## src/rtl/program_loader.sv

```systemverilog
// Program loader for the SAP-1 16x8 RAM: accepts a DEPTH-byte image plus a
// trailing mod-256 checksum from a valid/ready byte source, holding the CPU in reset until it verifies.
module program_loader #(
    parameter int ADDR_W = 4,
    parameter int DATA_W = 8
) (
    input  logic              Clock_i,
    input  logic              Clear_i,
    input  logic              start_i,
    input  logic [DATA_W-1:0] in_data_i,
    input  logic              in_valid_i,
    output logic              in_ready_o,
    output logic              mem_we_o,
    output logic [ADDR_W-1:0] mem_addr_o,
    output logic [DATA_W-1:0] mem_wdata_o,
    output logic              cpu_hold_o,
    output logic              busy_o,
    output logic              done_o,
    output logic              error_o,
    output logic [ADDR_W:0]   count_o
);
    localparam logic [ADDR_W:0] LAST_CNT = {1'b0, {ADDR_W{1'b1}}};

    typedef enum logic [2:0] {IDLE, LOAD, CHECK, DONE, ERR} state_t;

    state_t            state_q;
    logic [ADDR_W:0]   count_q;
    logic [DATA_W-1:0] sum_q, sum_d;
    logic [ADDR_W-1:0] addr_q;
    logic [DATA_W-1:0] wdata_q;
    logic              we_q, ready_q, hold_q, busy_q, done_q, error_q;
    logic              accept;

    assign accept = in_valid_i & ready_q;
    assign sum_d  = sum_q + in_data_i;

    // All outputs are registered from the next state, so in_ready tracks state entry exactly.
    always_ff @(posedge Clock_i) begin
        if (Clear_i) begin
            state_q <= IDLE;
            count_q <= '0;
            sum_q   <= '0;
            addr_q  <= '0;
            wdata_q <= '0;
            we_q    <= 1'b0;
            ready_q <= 1'b0;
            hold_q  <= 1'b0;
            busy_q  <= 1'b0;
            done_q  <= 1'b0;
            error_q <= 1'b0;
        end else begin
            we_q <= 1'b0;
            case (state_q)
                IDLE, DONE, ERR: begin
                    if (start_i) begin
                        state_q <= LOAD;
                        count_q <= '0;
                        sum_q   <= '0;
                        ready_q <= 1'b1;
                        hold_q  <= 1'b1;
                        busy_q  <= 1'b1;
                        done_q  <= 1'b0;
                        error_q <= 1'b0;
                    end
                end
                LOAD: begin
                    if (accept) begin
                        we_q    <= 1'b1;
                        addr_q  <= count_q[ADDR_W-1:0];
                        wdata_q <= in_data_i;
                        sum_q   <= sum_d;
                        count_q <= count_q + 1'b1;
                        if (count_q == LAST_CNT) state_q <= CHECK;
                    end
                end
                CHECK: begin
                    // The byte taken here is the checksum; it never reaches RAM.
                    if (accept) begin
                        ready_q <= 1'b0;
                        busy_q  <= 1'b0;
                        if (in_data_i == sum_q) begin
                            state_q <= DONE;
                            hold_q  <= 1'b0;
                            done_q  <= 1'b1;
                        end else begin
                            state_q <= ERR;
                            error_q <= 1'b1;
                        end
                    end
                end
                default: state_q <= IDLE;
            endcase
        end
    end

    assign in_ready_o  = ready_q;
    assign mem_we_o    = we_q;
    assign mem_addr_o  = addr_q;
    assign mem_wdata_o = wdata_q;
    assign cpu_hold_o  = hold_q;
    assign busy_o      = busy_q;
    assign done_o      = done_q;
    assign error_o     = error_q;
    assign count_o     = count_q;
endmodule

```

## config.mk

```make
export PLATFORM = sky130hd
export DESIGN_NAME = program_loader
export DESIGN_NICKNAME = d
export VERILOG_FILES = /design/src/rtl/program_loader.sv
export SDC_FILE = /design/constraint.sdc
export NUM_CORES = 1
export LEC_CHECK = 0
export ABC_AREA = 1
export CORE_AREA = 3 3 65 67
export CTS_BUF_LIST = sky130_fd_sc_hd__clkbuf_8
export DETAILED_ROUTE_END_ITERATION = 16
export DIE_AREA = 0 0 68 70
export PLACE_DENSITY = 0.74
export SYNTH_ARGS = -nofsm -noshare
export SYNTH_HDL_FRONTEND = slang
export SYNTH_SLANG_ARGS = --single-unit
export TNS_END_PERCENT = 100
```

## constraint.sdc

```tcl
create_clock -name Clock_i -period 1.4 [get_ports Clock_i]
set_input_delay 0.14 -clock Clock_i [delete_from_list [all_inputs] [get_ports Clock_i]]
set_output_delay 0.14 -clock Clock_i [all_outputs]
set_load 0.005 [all_outputs]
```

=== Word level (Yosys, flattened, before mapping) ===
Index checks and enable logic that the tools add are counted.

* Multiply operators: 0
* Div/mod/pow operators: 0
* Reduce and logical (&&, ||, !) cells: 11
* Bitwise gates (word level): 2
* $lt $le $gt $ge: 0
* Equal/unequal tests: 12
* Shift operators: 0
* $add $sub $neg: 2
* Mux-type cells: 26

{| class="wikitable"
|+ Operators with widths
! cell !! number
|-
| 8-bit two-way mux || 2
|-
| 8-bit one-hot mux with 2 select lines || 1
|-
| 3-bit two-way mux || 5
|-
| 2-bit inequality test, second input constant || 6
|-
| 4-bit AND reduction || 3
|-
| 1-bit two-way mux || 10
|-
| 5-bit two-way mux || 2
|-
| 5-bit one-hot mux with 2 select lines || 1
|-
| 3-bit one-hot mux with 3 select lines || 1
|-
| 8-bit adder || 1
|-
| 8-bit equality test || 1
|-
| 1-bit one-hot mux with 2 select lines || 4
|-
| 3-bit by 2-bit equality test with 1-bit output, second input constant || 2
|-
| 3-bit AND reduction || 2
|-
| 5-bit by 1-bit adder with 5-bit output, second input constant || 1
|-
| 5-bit by 4-bit equality test with 1-bit output, second input constant || 1
|-
| 2-bit nonzero test || 2
|-
| 3-bit by 1-bit equality test with 1-bit output, second input constant || 1
|-
| 3-bit equality test, second input constant || 1
|-
| 3-bit logical NOT || 1
|-
| 3-bit OR reduction || 1
|-
| 2-bit AND reduction || 1
|-
| 2-bit OR reduction || 1
|-
| 1-bit bitwise AND || 1
|-
| 1-bit inverter || 1
|}

* Memories kept: 0
* Register bits: 33
* RAM bits: 0
* Word-level logic and storage cells: 63
* Output and inout bits: 23
* Latch bits: 0
* ROM bits: 0

=== Logic depth before layout (Yosys ltp) ===
Gate-level depths: netlist of run 1.

* Depth in word-level cells: 4
* Gate-level depth with buffers: 11
* Gate-level depth less buffers: 11

=== Worst setup path after synthesis of run 1 ===
OpenSTA, ideal clock, no wires.

* Path kind: register to register
* From: register count_q[1] (netlist: count_o[1])
* To: register state_q[2]
* Arrival: 1.375 ns
* Path buffers: 0
* Period minus slack after synthesis: 1.484 ns
* Setup time: 0.110 ns
* Path slack: -0.084 ns
* Stages on the path, launching flop included: 12
* Cell sequence: dfxtp_1 -> ha_1 -> nand2_1 -> nor2_1 -> ha_1 -> inv_1 -> o21ai_0 -> nand3_2 -> inv_1 -> nand2_1 -> nand2_1 -> nor2_1

* Longest elaborated chain between the ends: 3

{| class="wikitable"
|+ RTL lines
! item !! RTL line !! text
|-
| start, declared || 27 || <nowiki>logic [ADDR_W:0] count_q;</nowiki>
|-
| start signal, assigned || 72 || <nowiki>count_q <= count_q + 1'b1;</nowiki>
|-
| 5-bit by 4-bit equality test with 1-bit output || 73 || <nowiki>if (count_q == LAST_CNT) state_q <= CHECK;</nowiki>
|-
| 2-bit inequality test (no source line) || n/a ||
|-
| 4-bit AND reduction (no source line) || n/a ||
|-
| end signal, assigned || 73 ||
|-
| end signal, assigned || 82 || <nowiki>state_q <= DONE;</nowiki>
|-
| end signal, assigned || 86 || <nowiki>state_q <= ERR;</nowiki>
|-
| end, declared || 26 || <nowiki>state_t state_q;</nowiki>
|}

No other way between the ends.
A chain may end at the register's enable or synchronous reset.

=== Worst setup path after layout of run 1 ===
* From: register sum_q[0]
* To: register sum_q[6]

* Longest elaborated chain between the ends: 3

{| class="wikitable"
|+ RTL lines
! item !! RTL line !! text
|-
| start, declared || 28 || <nowiki>logic [DATA_W-1:0] sum_q, sum_d;</nowiki>
|-
| start signal, assigned || 71 || <nowiki>sum_q <= sum_d;</nowiki>
|-
| 8-bit adder || 35 || <nowiki>assign sum_d = sum_q + in_data_i;</nowiki>
|-
| 8-bit two-way mux || 67 || <nowiki>if (accept) begin</nowiki>
|-
| 8-bit one-hot mux with 2 select lines || 53 || <nowiki>case (state_q)</nowiki>
|}

No other way between the ends. The select of a mux whose other input is x is not followed.

==> results.md, run 1 <==
- Hold violation total from the final report: 0
- Layout net count: 330
- Peak fanout along the critical path: 3
- Max-slew headroom: 70.6%
- Synthesis Warnings: 0
- Outcome: finished with violations
- Vias in the first global route: between 1500 and 2000
- Initial drt markers: 121
- Startpoint types: flop
- Worst EP arrival: 1.69 ns
- ANT nets after route: 0
- 1st-pass router iterations: 4
- Count leader, synth: nand2_1
- Post-synth top cells: nand2_1, nor2_1, dfxtp_1
- Worst EP required: 1.62 ns
- Worst-margin pin slew: 0.440 ns
- CTS tree: done
- Final Critical Period: roughly 1.5 ns
- Skew final: 0.00377 ns
- FF-to-FF Start: sum_q[0]
- Gate power share: approximately 45%
- Pin count of the biggest net entering global routing: 25
- Max-Cap Viols: 0
- Switching share of power: 38.4%
- CTS buffer count: 5
- Vias: 1741
- IO buf count: 34
- P&R area growth vs syn: 47.2%
- Post-synthesis sequential area ratio: between 30 and 40%
- Root Buffer: clkbuf_8
- Ranking of synthesized cells by area: dfxtp_1, nand2_1, nor2_1, ha_1, a21oi_2
- Clock power frac: roughly 21%
- H-tree levels: 2
- Start point of the critical path: sum_q[0]
- Share of layout cells above drive strength 1: 33.0%
- Syn Nets: 267
- Final WL: around 4.4 mm
- Die X-Extent: 68 microns
- Dpl cell area: between 2000 and 2500 sq um
- Sequential share of power: 34.4%
- Mapped Area: about 1800 sq um
- Internal power: between 2 and 2.5 mW
- Post-Syn Instances: 245
- Setup_tns: -0.124 ns
- CTS Buffer Depth: 2
- Total grt overflow: 0
- Pre-CTS setup slack: -0.389 ns
- Global-route usage over all layers: 19.6%
- Placed insts: 346
- Fin area: 2620 sq um
- WS Path Type: reg2reg
- Post-synth top area cell: dfxtp_1
- FFs w/ async S/R, synth: 0%
- Die H: 70 microns
- Routed len/inst: 12.4 microns
- Antenna fix cells: 0
- Post-DP HPWL: 2.93 mm
- Final setup margin: -0.0642 ns
- Worst VDD drop: 0.000832 V
- Hold Crit Start: in_data_i[6]
- Clock Sinks: 33
- RD Place Congestion: 0.794
- Ys flop type: dfxtp_1
- Core area: between 3000 and 4000 sq um
- Switch Pwr: approximately 1.3 mW
- LEAKAGE: 1.15 nW
- Final setup fails: 3
- Hold crit path type: in2reg
- Period utilisation layout: 105%
- Count of hold buffers inserted by post-cts repair: 0
- Failing checks: setup timing
- Yosys cell types: 30
- Core Rows: 22
- Global-route wire length before repair: 7.24 mm
- Fmax: 683 MHz
- Nature of the critical path endpoint: flop
- Seq cells post-synth: 33
- RSZ-0062 raised after global routing: yes
- Avg Inst Size Synth: 7.27 sq um
- Synth top area share: a little under two fifths
- Io pins: 35
- Final Power: 3.38 mW
- Initial Util: 48.3%
- Via density: 4.88
- Later-pin clock latency in the skew report: 0.29 ns
- Initial antenna violation count: 0
- Pins Over Slew Limit: 0
- Post-synth EDFFs: 0
- Cell Pwr Density: 1290 nW/um^2
- Die Area: 4760 sq um
- Clk slew on worst S/H paths: 0.07 ns
- Fin cells: 357
- DRC violations left: 0
## per-stage QoR
stage | hold WS [ns] | util, %
detailed placement | 0.447 | 63.8
global route | 0.267 | 71.1
global placement | 0.436 | 63.8
CTS | 0.290 | 68.1
floorplan | 0.275 | -
finish | 0.207 | 71.1
## sequential cells by signal, summed over array words and instances, names as in the netlist
register,count
busy_o,1
count_o,5
cpu_hold_o,1
done_o,1
error_o,1
mem_addr_o,4
mem_wdata_o,8
mem_we_o,1
state_q,3
sum_q,8
## what timing repair did
action	CTS	global route
resized for setup	26	20
pin swaps	12	21
setup endpoints to repair	12	18
buffers inserted	1	2
## area by class of cell
cell class,count,area (sq um)
timing repair buffer,64,576
sequential,33,671
clock inverter,3,13.8
clock buffer,5,68.8
inverter,27,101
tap,48,60.1
multi-input combinational,177,1130
fill,307,1070
## critical path, stage by stage (launching register included)
cell and delay (ns):
dfxtp_2 0.33, ha_4 0.16, fa_2 0.35, nand2_2 0.10
nand2_4 0.06, nand3b_1 0.10, nand2_1 0.06, nand2_1 0.05
nand3_1 0.06, a21oi_1 0.12
## final timing paths
check	end	slack (ns)	cells past startpoint
worst max-delay path	sum_q[6]	-0.06	9
worst min-delay path	mem_wdata_o[6]	0.21	3
worst max register to register	sum_q[6]	-0.06	9
worst min register to register	cpu_hold_o	0.46	2
## placed cells by master (no fill, tap or decap), types with 3 or more instances in the layout
| cell | n |
|---|---|
| nand2_1 | 42 |
| clkdlybuf4s50_1 | 26 |
| nor2_4 | 3 |
| a21oi_2 | 14 |
| nand3_2 | 3 |
| dlygate4sd2_1 | 6 |
| ha_4 | 7 |
| nand3_1 | 14 |
| nand2_2 | 16 |
| o21ai_0 | 14 |
| nor2_1 | 32 |
| inv_2 | 5 |
| inv_1 | 23 |
| dfxtp_1 | 25 |
| dfxtp_2 | 8 |
| nand3b_1 | 3 |
| clkbuf_8 | 5 |
| a21oi_1 | 11 |
| buf_4 | 29 |
## power by group through the flow
stage	clock network [mW]	registers (mW)	logic, mW
global route	0.739	1.18	1.70
detailed placement	0	1.17	1.40
finish	0.698	1.16	1.52
floorplan	0	1.17	0.899
CTS	0.711	1.15	1.45
global placement	0	1.17	1.39
## routing by layer
metal / GRT usage, % / vias up / wire, microns / part of all wire [%]
met5: 0 / - / 0 / 0
met4: 4.19 / 0 / 42 / 0.95
met3: 6.43 / 5 / 261 / 5.9
met2: 31.7 / 46 / 2100 / 47
met1: 24.9 / 782 / 2040 / 46
li1: - / 908 / - / -
## logic make-up (layout without fill, tap and decap cells)
group | after synthesis | in the layout | share of synthesized area (%)
flops | 33 | 33 | 37.1
fa+ha+maj | 10 | 10 | 7.45
buf+inv | 35 | 99 | 8.50
xor+xnor | 1 | 1 | 0.492
simple gates | 125 | 125 | 32.6
compound gates | 41 | 41 | 13.8
No activity file was read; power rests on OpenSTA's default activity.
==> inputs of run 2 (changes only) <==
--- a/config.mk
+++ b/config.mk
@@ -11,6 +11,7 @@
 export DETAILED_ROUTE_END_ITERATION = 16
 export DIE_AREA = 0 0 68 70
 export PLACE_DENSITY = 0.74
+export RECOVER_POWER = 50
 export SYNTH_ARGS = -nofsm -noshare
 export SYNTH_HDL_FRONTEND = slang
 export SYNTH_SLANG_ARGS = --single-unit
==> constraint.sdc (replaced) <==
create_clock -name Clock_i -period 1.2 [get_ports Clock_i]
set_input_delay 0.12 -clock Clock_i [delete_from_list [all_inputs] [get_ports Clock_i]]
set_output_delay 0.12 -clock Clock_i [all_outputs]
set_load 0.005 [all_outputs]
==> run 2 against run 1 <==
  * The flow still finishes with violations (setup timing)
  * Non-clock buffer count is 17 higher
  * Sequential cell count stayed put
  * Critical path depth up 2
  * Final cell count up 4.8%
  * Setup slack worse by 0.17 ns
  * Clock power up 14%
  * Register-to-register slack worse by 0.17 ns
  * Total power grew 48%
  * Count of clock-buffer cells in the layout stayed put
  * Clock skew up 0.0015 ns
  * Sequential power increased by 24%
  * Worst hold slack worse by 0.050 ns
  * Largest power group unchanged
==> results.md, run 2 (synthesis results as in run 1) <==
- CTS buffer count: 5
- Buf+Inv Stages, Crit Path: 2
- P&R area growth vs syn: 72.7%
- Antenna fix cells: 0
- Total grt overflow: 0
- Root Buffer: clkbuf_8
- RSZ-0062 raised after global routing: yes
- Final WL: 5.89 mm
- Failing checks: setup timing
- Hold violation total from the final report: 0
- Fin area: 3070 sq um
- Vias in the first global route: 1788
- Core area: 3690 sq um
- Placed insts: 349
- Via density: about 5.2
- Initial drt markers: 76
- Worst EP arrival: approximately 1.6 ns
- 1st-pass router iterations: 6
- Global-route usage over all layers: a little over a fifth
- Pins Over Slew Limit: 0
- Top delay family on crit path: simple AND/OR/NAND/NOR gates
- Final setup fails: 32
- Die H: 70 microns
- Fillcell total: 231
- Crit path cell chain: ha_4, nand2_4, nor2_4, ha_4, inv_2, o21ai_2, nand3_2, inv_2, nand2_1, nand2_1, nor2_1
- Reg2Reg Setup Slack: -0.23 ns
- Final setup margin: -0.233 ns
- Peak fanout along the critical path: 5
- Max-Cap Viols: 0
- Hold depth: 3
- Worst-margin pin slew: between 0.7 and 0.8 ns
- CP max stage delay: 0.36 ns
- Hold Crit Start: in_data_i[4]
- Hold crit path type: in2reg
- Max-slew headroom: 51.3%
- RR Endpoint: state_q[2]
- Pre-CTS setup slack: -0.566 ns
- Clock Sinks: 33
- R2R depth: 11
- Dpl cell area: approximately 2500 sq um
- Hold Path End: mem_wdata_o[4]
- Fmax: 698 MHz
- Worst VDD drop: 0.000747 V
- WS Path Type: reg2reg
- CTS Buffer Depth: 2
- Count of hold buffers inserted by post-cts repair: 0
- Vias: 1945
- Startpoint types: flop
- Most common cell after layout, fill and taps aside: buf_4
- FF-to-FF Start: count_o[1]
- Global-route wire length before repair: 7.89 mm
- Most frequent cells in the layout: buf_4, nand2_1, nor2_1, dlygate4sd2_1, inv_1
- Io pins: 35
- IO buf count: 34
- Cell Pwr Density: 1630 nW/um^2
- Die X-Extent: 68 microns
- Post-DP HPWL: around 3.2 mm
- Final Critical Period: 1.43 ns
- Initial Util: roughly 48%
- Layout net count: 347
- Period utilisation layout: 119%
- CP max-delay cell: dfxtp_2
- Pin count of the biggest net entering global routing: 25
- ANT nets after route: 0
- Worst EP required: 1.37 ns
- DRC violations left: 0
- Register area: around 690 sq um
- Core Rows: 22
- Skew final: between 0.005 and 0.006 ns
- Later-pin clock latency in the skew report: 0.28 ns
- CTS tree: done
- Outcome: finished with violations
- Fin cells: 374
- Nature of the critical path endpoint: flop
- Die Area: 4760 sq um
- Clk slew on worst S/H paths: 0.07 ns
- Share of layout cells above drive strength 1: 48.5%
- H-tree levels: 2
- Multi-input logic area: between 1000 and 1500 sq um
- Routed len/inst: 15.7 microns
- RD Place Congestion: between 0.8 and 0.9
- LEAKAGE: ~1.4 nW
- Initial antenna violation count: 0
-- run 2: changes by cell type in the layout (fill, tap and decap cells not counted), moves of 4 or more --
| cell | before | now |
|---|---|---|
| buf_4 | 29 | 35 |
| buf_6 | 0 | 5 |
| clkdlybuf4s50_1 | 26 | 4 |
| dfxtp_1 | 25 | 20 |
| dfxtp_4 | 0 | 4 |
| dlygate4sd2_1 | 6 | 29 |
| inv_4 | 0 | 5 |
| nand2_1 | 42 | 33 |
| nand2_4 | 2 | 14 |
| nand3_1 | 14 | 10 |
| o21ai_0 | 14 | 2 |
| o21ai_2 | 1 | 14 |
-- run 2: how the worst max path moves through the flow --
stage / from / to / depth (start not counted)
after floorplan: count_o[0] / state_q[2] / 11
after global placement: in_data_i[1] / cpu_hold_o / 9
after detailed placement: in_data_i[1] / cpu_hold_o / 9
after CTS: sum_q[0] / sum_q[6] / 9
after global routing: count_o[1] / state_q[2] / 10
final: count_o[1] / state_q[2] / 11
-- run 2: layout make-up --
| class | count | share of cell area [%] |
|---|---|---|
| Sequential cell | 33 | 22.3 |
| Tap cell | 48 | 1.95 |
| Clock inverter | 3 | 0.366 |
| Multi-Input combinational cell | 177 | 44.6 |
| Clock buffer | 5 | 2.24 |
| Inverter | 27 | 3.70 |
| Timing Repair Buffer | 81 | 24.7 |
-- run 2: through the flow --
| stage | power (mW) | hold WS, ns | util [%] | setup TNS, ns |
|---|---|---|---|---|
| after detailed placement | 3.20 | 0.444 | 67.9 | -10.63 |
| final | 5.00 | 0.157 | 83.3 | -3.77 |
| after global placement | 3.17 | 0.434 | 67.9 | -10.12 |
| after global routing | 5.26 | 0.207 | 83.3 | -5.77 |
| after CTS | 4.37 | 0.274 | 74.4 | -1.30 |
| after floorplan | 2.49 | 0.255 | - | -0.836 |
-- run 2: power breakdown --
group,internal [mW],switching [mW],leakage [nW]
sequential,1.27,0.169,0.275
combinational,1.31,1.46,1.11
clock,0.387,0.406,0.0519
-- run 2: repair_timing --
action	CTS	global route
setup endpoints to repair	54	32
buffers inserted	3	12
gates cloned	0	3
pin swaps	20	36
resized for setup	80	62
-- run 2: worst reg2reg max path, stage by stage (launching register included) --
cell and delay [ns]:
dfxtp_2 0.36, ha_4 0.15, nand2_4 0.05, nor2_4 0.09, ha_4 0.13, inv_2 0.03
o21ai_2 0.12, nand3_2 0.14, inv_2 0.08, nand2_1 0.05, nand2_1 0.06, nor2_1 0.07
-- run 2: layer usage --
layer / GRT usage [%] / part of all wire (%) / routed length, microns
met5: 0 / 0 / 0
met4: 8.61 / 3.6 / 211
met3: 4.82 / 4.6 / 272
met2: 36.0 / 52 / 3080
met1: 25.8 / 39 / 2320
